File: src/rtl/cdb_arbiter_pkg.sv
// Shared widths and common-data-bus source codes for the CDB arbiter slice.
package cdb_arbiter_pkg;

    localparam int ENTRY_W_DEF = 3;
    localparam int DATA_W_DEF  = 32;
    localparam int ADDR_W_DEF  = 32;

    typedef enum logic [1:0] {
        SRC_NONE = 2'b00,
        SRC_ALU  = 2'b01,
        SRC_LSM  = 2'b10,
        SRC_BRA  = 2'b11
    } cdb_src_e;

    typedef enum logic [1:0] {
        PTR_ALU = 2'b00,
        PTR_LSM = 2'b01,
        PTR_BRA = 2'b10
    } rr_ptr_e;

endpackage

File: src/rtl/cdb_arbiter_rr_arbiter3.sv
// Three-way round-robin arbiter; the pointer names the highest-priority source.
//   state   | meaning
//   PTR_ALU | order ALU, LSM, BRA
//   PTR_LSM | order LSM, BRA, ALU
//   PTR_BRA | order BRA, ALU, LSM
module rr_arbiter3
    import cdb_arbiter_pkg::*;
(
    input  logic       clk,
    input  logic       rst_n,
    input  logic       flush,
    input  logic [2:0] req,
    output logic [2:0] grant
);

    rr_ptr_e ptr, ptr_nxt;

    always_ff @(posedge clk) begin
        if (!rst_n) ptr <= PTR_ALU;
        else        ptr <= ptr_nxt;
    end

    always_comb begin
        grant   = 3'b000;
        ptr_nxt = ptr;
        // Reset and flush both suppress every grant, so the pointer holds.
        if (rst_n && !flush) begin
            case (ptr)
                PTR_LSM: begin
                    if      (req[1]) grant = 3'b010;
                    else if (req[2]) grant = 3'b100;
                    else if (req[0]) grant = 3'b001;
                end
                PTR_BRA: begin
                    if      (req[2]) grant = 3'b100;
                    else if (req[0]) grant = 3'b001;
                    else if (req[1]) grant = 3'b010;
                end
                default: begin
                    if      (req[0]) grant = 3'b001;
                    else if (req[1]) grant = 3'b010;
                    else if (req[2]) grant = 3'b100;
                end
            endcase
        end
        if      (grant[0]) ptr_nxt = PTR_LSM;
        else if (grant[1]) ptr_nxt = PTR_BRA;
        else if (grant[2]) ptr_nxt = PTR_ALU;
    end

endmodule

File: src/rtl/cdb_arbiter.sv
// Common data bus arbiter: picks one of ALU/LSM/BRA per cycle and broadcasts it one cycle later.
module cdb_arbiter
    import cdb_arbiter_pkg::*;
#(
    parameter int ENTRY_W = ENTRY_W_DEF,
    parameter int DATA_W  = DATA_W_DEF,
    parameter int ADDR_W  = ADDR_W_DEF
) (
    input  logic               clk,
    input  logic               rst_n,
    input  logic               alu_req,
    input  logic [ENTRY_W-1:0] alu_entry,
    input  logic [DATA_W-1:0]  alu_value,
    output logic               alu_ack,
    input  logic               lsm_req,
    input  logic [ENTRY_W-1:0] lsm_entry,
    input  logic [DATA_W-1:0]  lsm_value,
    input  logic [ADDR_W-1:0]  lsm_addr,
    output logic               lsm_ack,
    input  logic               bra_req,
    input  logic [ENTRY_W-1:0] bra_entry,
    input  logic [1:0]         bra_value,
    output logic               bra_ack,
    input  logic               flush,
    output logic               cdb_valid,
    output logic [1:0]         cdb_src,
    output logic [ENTRY_W-1:0] cdb_entry,
    output logic [DATA_W-1:0]  cdb_value,
    output logic [ADDR_W-1:0]  cdb_addr
);

    logic [2:0] grant;

    rr_arbiter3 u_rr (
        .clk   (clk),
        .rst_n (rst_n),
        .flush (flush),
        .req   ({bra_req, lsm_req, alu_req}),
        .grant (grant)
    );

    assign alu_ack = grant[0];
    assign lsm_ack = grant[1];
    assign bra_ack = grant[2];

    // Payload is captured only in the ack cycle; an idle cycle clears the bus.
    always_ff @(posedge clk) begin
        if (!rst_n) begin
            cdb_valid <= 1'b0;
            cdb_src   <= SRC_NONE;
            cdb_entry <= '0;
            cdb_value <= '0;
            cdb_addr  <= '0;
        end else if (grant[0]) begin
            cdb_valid <= 1'b1;
            cdb_src   <= SRC_ALU;
            cdb_entry <= alu_entry;
            cdb_value <= alu_value;
            cdb_addr  <= '0;
        end else if (grant[1]) begin
            cdb_valid <= 1'b1;
            cdb_src   <= SRC_LSM;
            cdb_entry <= lsm_entry;
            cdb_value <= lsm_value;
            cdb_addr  <= lsm_addr;
        end else if (grant[2]) begin
            cdb_valid <= 1'b1;
            cdb_src   <= SRC_BRA;
            cdb_entry <= bra_entry;
            cdb_value <= {{(DATA_W-2){1'b0}}, bra_value};
            cdb_addr  <= '0;
        end else begin
            cdb_valid <= 1'b0;
            cdb_src   <= SRC_NONE;
            cdb_entry <= '0;
            cdb_value <= '0;
            cdb_addr  <= '0;
        end
    end

endmodule

File: config.mk
export PLATFORM = sky130hd
export DESIGN_NAME = cdb_arbiter
export DESIGN_NICKNAME = d
export VERILOG_FILES = /design/src/rtl/cdb_arbiter_pkg.sv /design/src/rtl/cdb_arbiter_rr_arbiter3.sv /design/src/rtl/cdb_arbiter.sv
export SDC_FILE = /design/constraint.sdc
export NUM_CORES = 1
export LEC_CHECK = 0
export BUFFER_PORTS_ARGS = -buffer_cell sky130_fd_sc_hd__buf_2
export CORE_ASPECT_RATIO = 0.75
export CORE_MARGIN = 2
export CORE_UTILIZATION = 40
export CTS_BUF_LIST = sky130_fd_sc_hd__clkbuf_4 sky130_fd_sc_hd__clkbuf_8
export CTS_CLUSTER_SIZE = 14
export DETAILED_ROUTE_END_ITERATION = 6
export GPL_TIMING_DRIVEN = 0
export HOLD_SLACK_MARGIN = 0.06
export PLACE_DENSITY = 0.82
export SLEW_MARGIN = 30
export SYNTH_ARGS = -nofsm -noshare
export SYNTH_HDL_FRONTEND = slang
export SYNTH_SLANG_ARGS = --single-unit
File: constraint.sdc
create_clock -name clk -period 2.15 [get_ports clk]
set_input_delay 0.215 -clock clk [delete_from_list [all_inputs] [get_ports clk]]
set_output_delay 0.215 -clock clk [all_outputs]
set_load 0.05 [all_outputs]
==> summary.md <==
| Metric | Value |
|---|---|
| Outcome | `completed` |
| PwrDens | `827.0 nW/um2` |
| Power after layout | `3.129 mW` |
| Most frequent cells in the layout | `186 x buf_2, 71 x dfxtp_1, 32 x and2_1, 30 x a22o_1, 11 x clkbuf_8` |
| Clk_lat worst skew | `0.34 ns` |
| Drt first pass iters | `4` |
| Starting Density | `0.4217` |
| Max-cap violation count | `0` |
| Hold_ws | `0.07237 ns` |
| Share of cells above drive strength 1 | `0.5655` |
| Antenna viol nets, final | `0` |
| CTS Root Cell | `clkbuf_8` |
| Placement Setup Slack | `-0.4487 ns` |
| Cells after Synth | `194` |
| Final Cycle Share | `0.9802` |
| Worst-path fanout max | `9` |
| GRT Total Usage | `0.2147` |
| Post-synthesis net count | `309` |
| Routability cong. | `0.7694` |
| TNS Setup | `0 ns` |
| Routed wire length | `6.705 mm` |
| Final setup margin | `0.04255 ns` |
| Final Util | `0.6957` |
| Core area | `5439 um2` |
| Clock Sinks | `72` |
| Register Area | `1445 um2` |
| Longest Clk Path Bufs | `2` |
| Synth area leaders | `dfxtp_1 63%, a22o_1 11%, and2_1 8.7%` |
| Fin Clk Skew | `0.006267 ns` |
| Routed length per instance | `13.77 um` |
| GR Overflow Total | `0` |
| Most common cell after layout, fill and taps aside | `buf_2` |
| Final HPWL DP | `5.029 mm` |
| Final setup viols | `0` |
| Number of cells in the finished layout apart from fillers | `487` |
| Post-synth top area share | `0.6285` |
| Crit. Startpoint | `u_rr.ptr[1]` |
| Largest net degree at the start of global routing | `14` |
| Clk slew on worst S/H paths | `0.08 ns` |
| 1st-iter DRT viols | `60` |
| Seq/Total Area, Yosys | `0.6285` |
| Worst slew margin | `0.7529` |
| Startpoint Class | `register` |
| Avg Cell Area, Syn | `11.82 um2` |
| Die width | `91.44 um` |
| #FFs+latches synth | `72` |
| Die area | `6362 um2` |
| # IOs | `186` |
| Dpl cell area | `3327 um2` |
| Fmax | `474.5 MHz` |
| Placed cells | `454` |
| Mapped Area | `2293 um2` |
| Yosys warns | `0` |
| Die height | `69.58 um` |
| CTS tree | `built` |
| RSZ-0062 raised after global routing | `true` |
| First-pass GRT wire length | `10.72 mm` |
| Worst Hold Class | `in -> reg` |
| H-tree levels | `3` |
| Leak | `1.971 nW` |
| Critical path data arrival time | `1.89 ns` |
| Via density | `4.632` |
| Actual slew at the worst max-slew pin | `0.3698 ns` |
| Antenna Cells | `0` |
| Worst VDD drop | `0.5081 mV` |
| IO Port Bufs | `185` |
| Hold Fails Final Rpt | `0` |
| Drt drc | `0` |
| Vias in the first global route | `2317` |
| RR Startpoint | `u_rr.ptr[1]` |
| Hold Path Origin | `lsm_addr[29]` |
| Core Rows | `23` |
| Final min period | `2.107 ns` |
| Initial antenna violation count | `0` |
| Setup crit end kind | `primary output` |
| Synth area leader | `dfxtp_1` |
| Critical path class | `reg -> out` |
| Final Cell Area | `3784 um2` |
| Area of the multi-input gates | `854.6 um2` |
| Layout area overhead | `64.98%` |
| Critical Path RT | `1.93 ns` |
| # fillers | `446` |
| Synth unique cells | `23` |
| Vias | `2256` |
| Slew Limit Fails | `0` |
| Final net count | `522` |
| Total CTS buffers | `9` |
-- state kept, by name (all words and copies together), names as in the netlist --
signal,flops
cdb_src,2
cdb_addr,32
u_rr.ptr,2
cdb_entry,3
cdb_value,32
cdb_valid,1
-- where the power goes --
group | switching (mW) | internal (mW)
clock | 0.498 | 0.691
sequential | 0.0142 | 1.39
combinational | 0.334 | 0.203
total | 0.847 | 2.28
-- worst paths after layout --
path	endpoint	slack [ns]	cells after the start
worst max-delay path	lsm_ack	0.04	5
worst min-delay path	cdb_addr[29]	0.07	2
worst max register to register	cdb_addr[13]	0.10	7
worst min register to register	u_rr.ptr[0]	0.52	1
-- critical path: stages (launching register included) --
cell and delay [ns]:
dfxtp_1 0.40, ha_4 0.17, nor3b_1 0.34, o311ai_4 0.16, inv_2 0.18, buf_2 0.29
-- cells in the mapped netlist --
| cell type | count |
|---|---|
| o21a_1 | 2 |
| a31o_2 | 1 |
| nor3b_1 | 1 |
| clkbuf_1 | 7 |
| a2111oi_4 | 1 |
| o21ai_0 | 1 |
| a22o_1 | 30 |
| nor2b_1 | 9 |
| and2_1 | 32 |
| o311ai_4 | 1 |
| a21oi_1 | 10 |
| nand2b_1 | 3 |
| dfxtp_1 | 72 |
| nand3_1 | 5 |
| or3_1 | 2 |
| ha_1 | 2 |
| inv_1 | 4 |
| a2111oi_2 | 1 |
| buf_2 | 3 |
| nor2_1 | 4 |
| inv_2 | 1 |
| nor2_2 | 1 |
| a221oi_2 | 1 |
-- layout make-up --
| type | instances | share of cell area |
|---|---|---|
| Buffer | 9 | 0.01389 |
| Clock buffer | 10 | 0.03638 |
| Clock inverter | 6 | 0.02381 |
| Inverter | 5 | 0.004960 |
| Multi-Input combinational cell | 107 | 0.2259 |
| Sequential cell | 72 | 0.3819 |
| Tap cell | 75 | 0.02480 |
| Timing Repair Buffer | 203 | 0.2884 |
-- what timing repair did --
item | in CTS | in global routing
hold endpoints to repair | 7 | 1
hold buffers | 7 | 1
pin swaps | 4 | 2
setup buffers | 9 | 1
gates resized for setup | 10 | 14
setup endpoints to repair | 69 | 27
-- layer usage --
metal  global-route usage  up-vias  wire, um
met5                    0        -         0
met1               0.2372     1014      2521
met3              0.06848       15       618
met2               0.3815      127      3443
met4              0.08586        0       122
li1                     -     1100         -
-- logic make-up (layout without fill, tap and decap cells) --
logic type      after synthesis  after routing  share of synthesized area
buf+inv                      15            233                    0.02618
simple gates                 57             57                     0.1489
flops                        72             72                     0.6285
fa+ha+maj                     2              2                    0.01091
compound gates               48             48                     0.1855
Power figures use the tool's default switching activity.
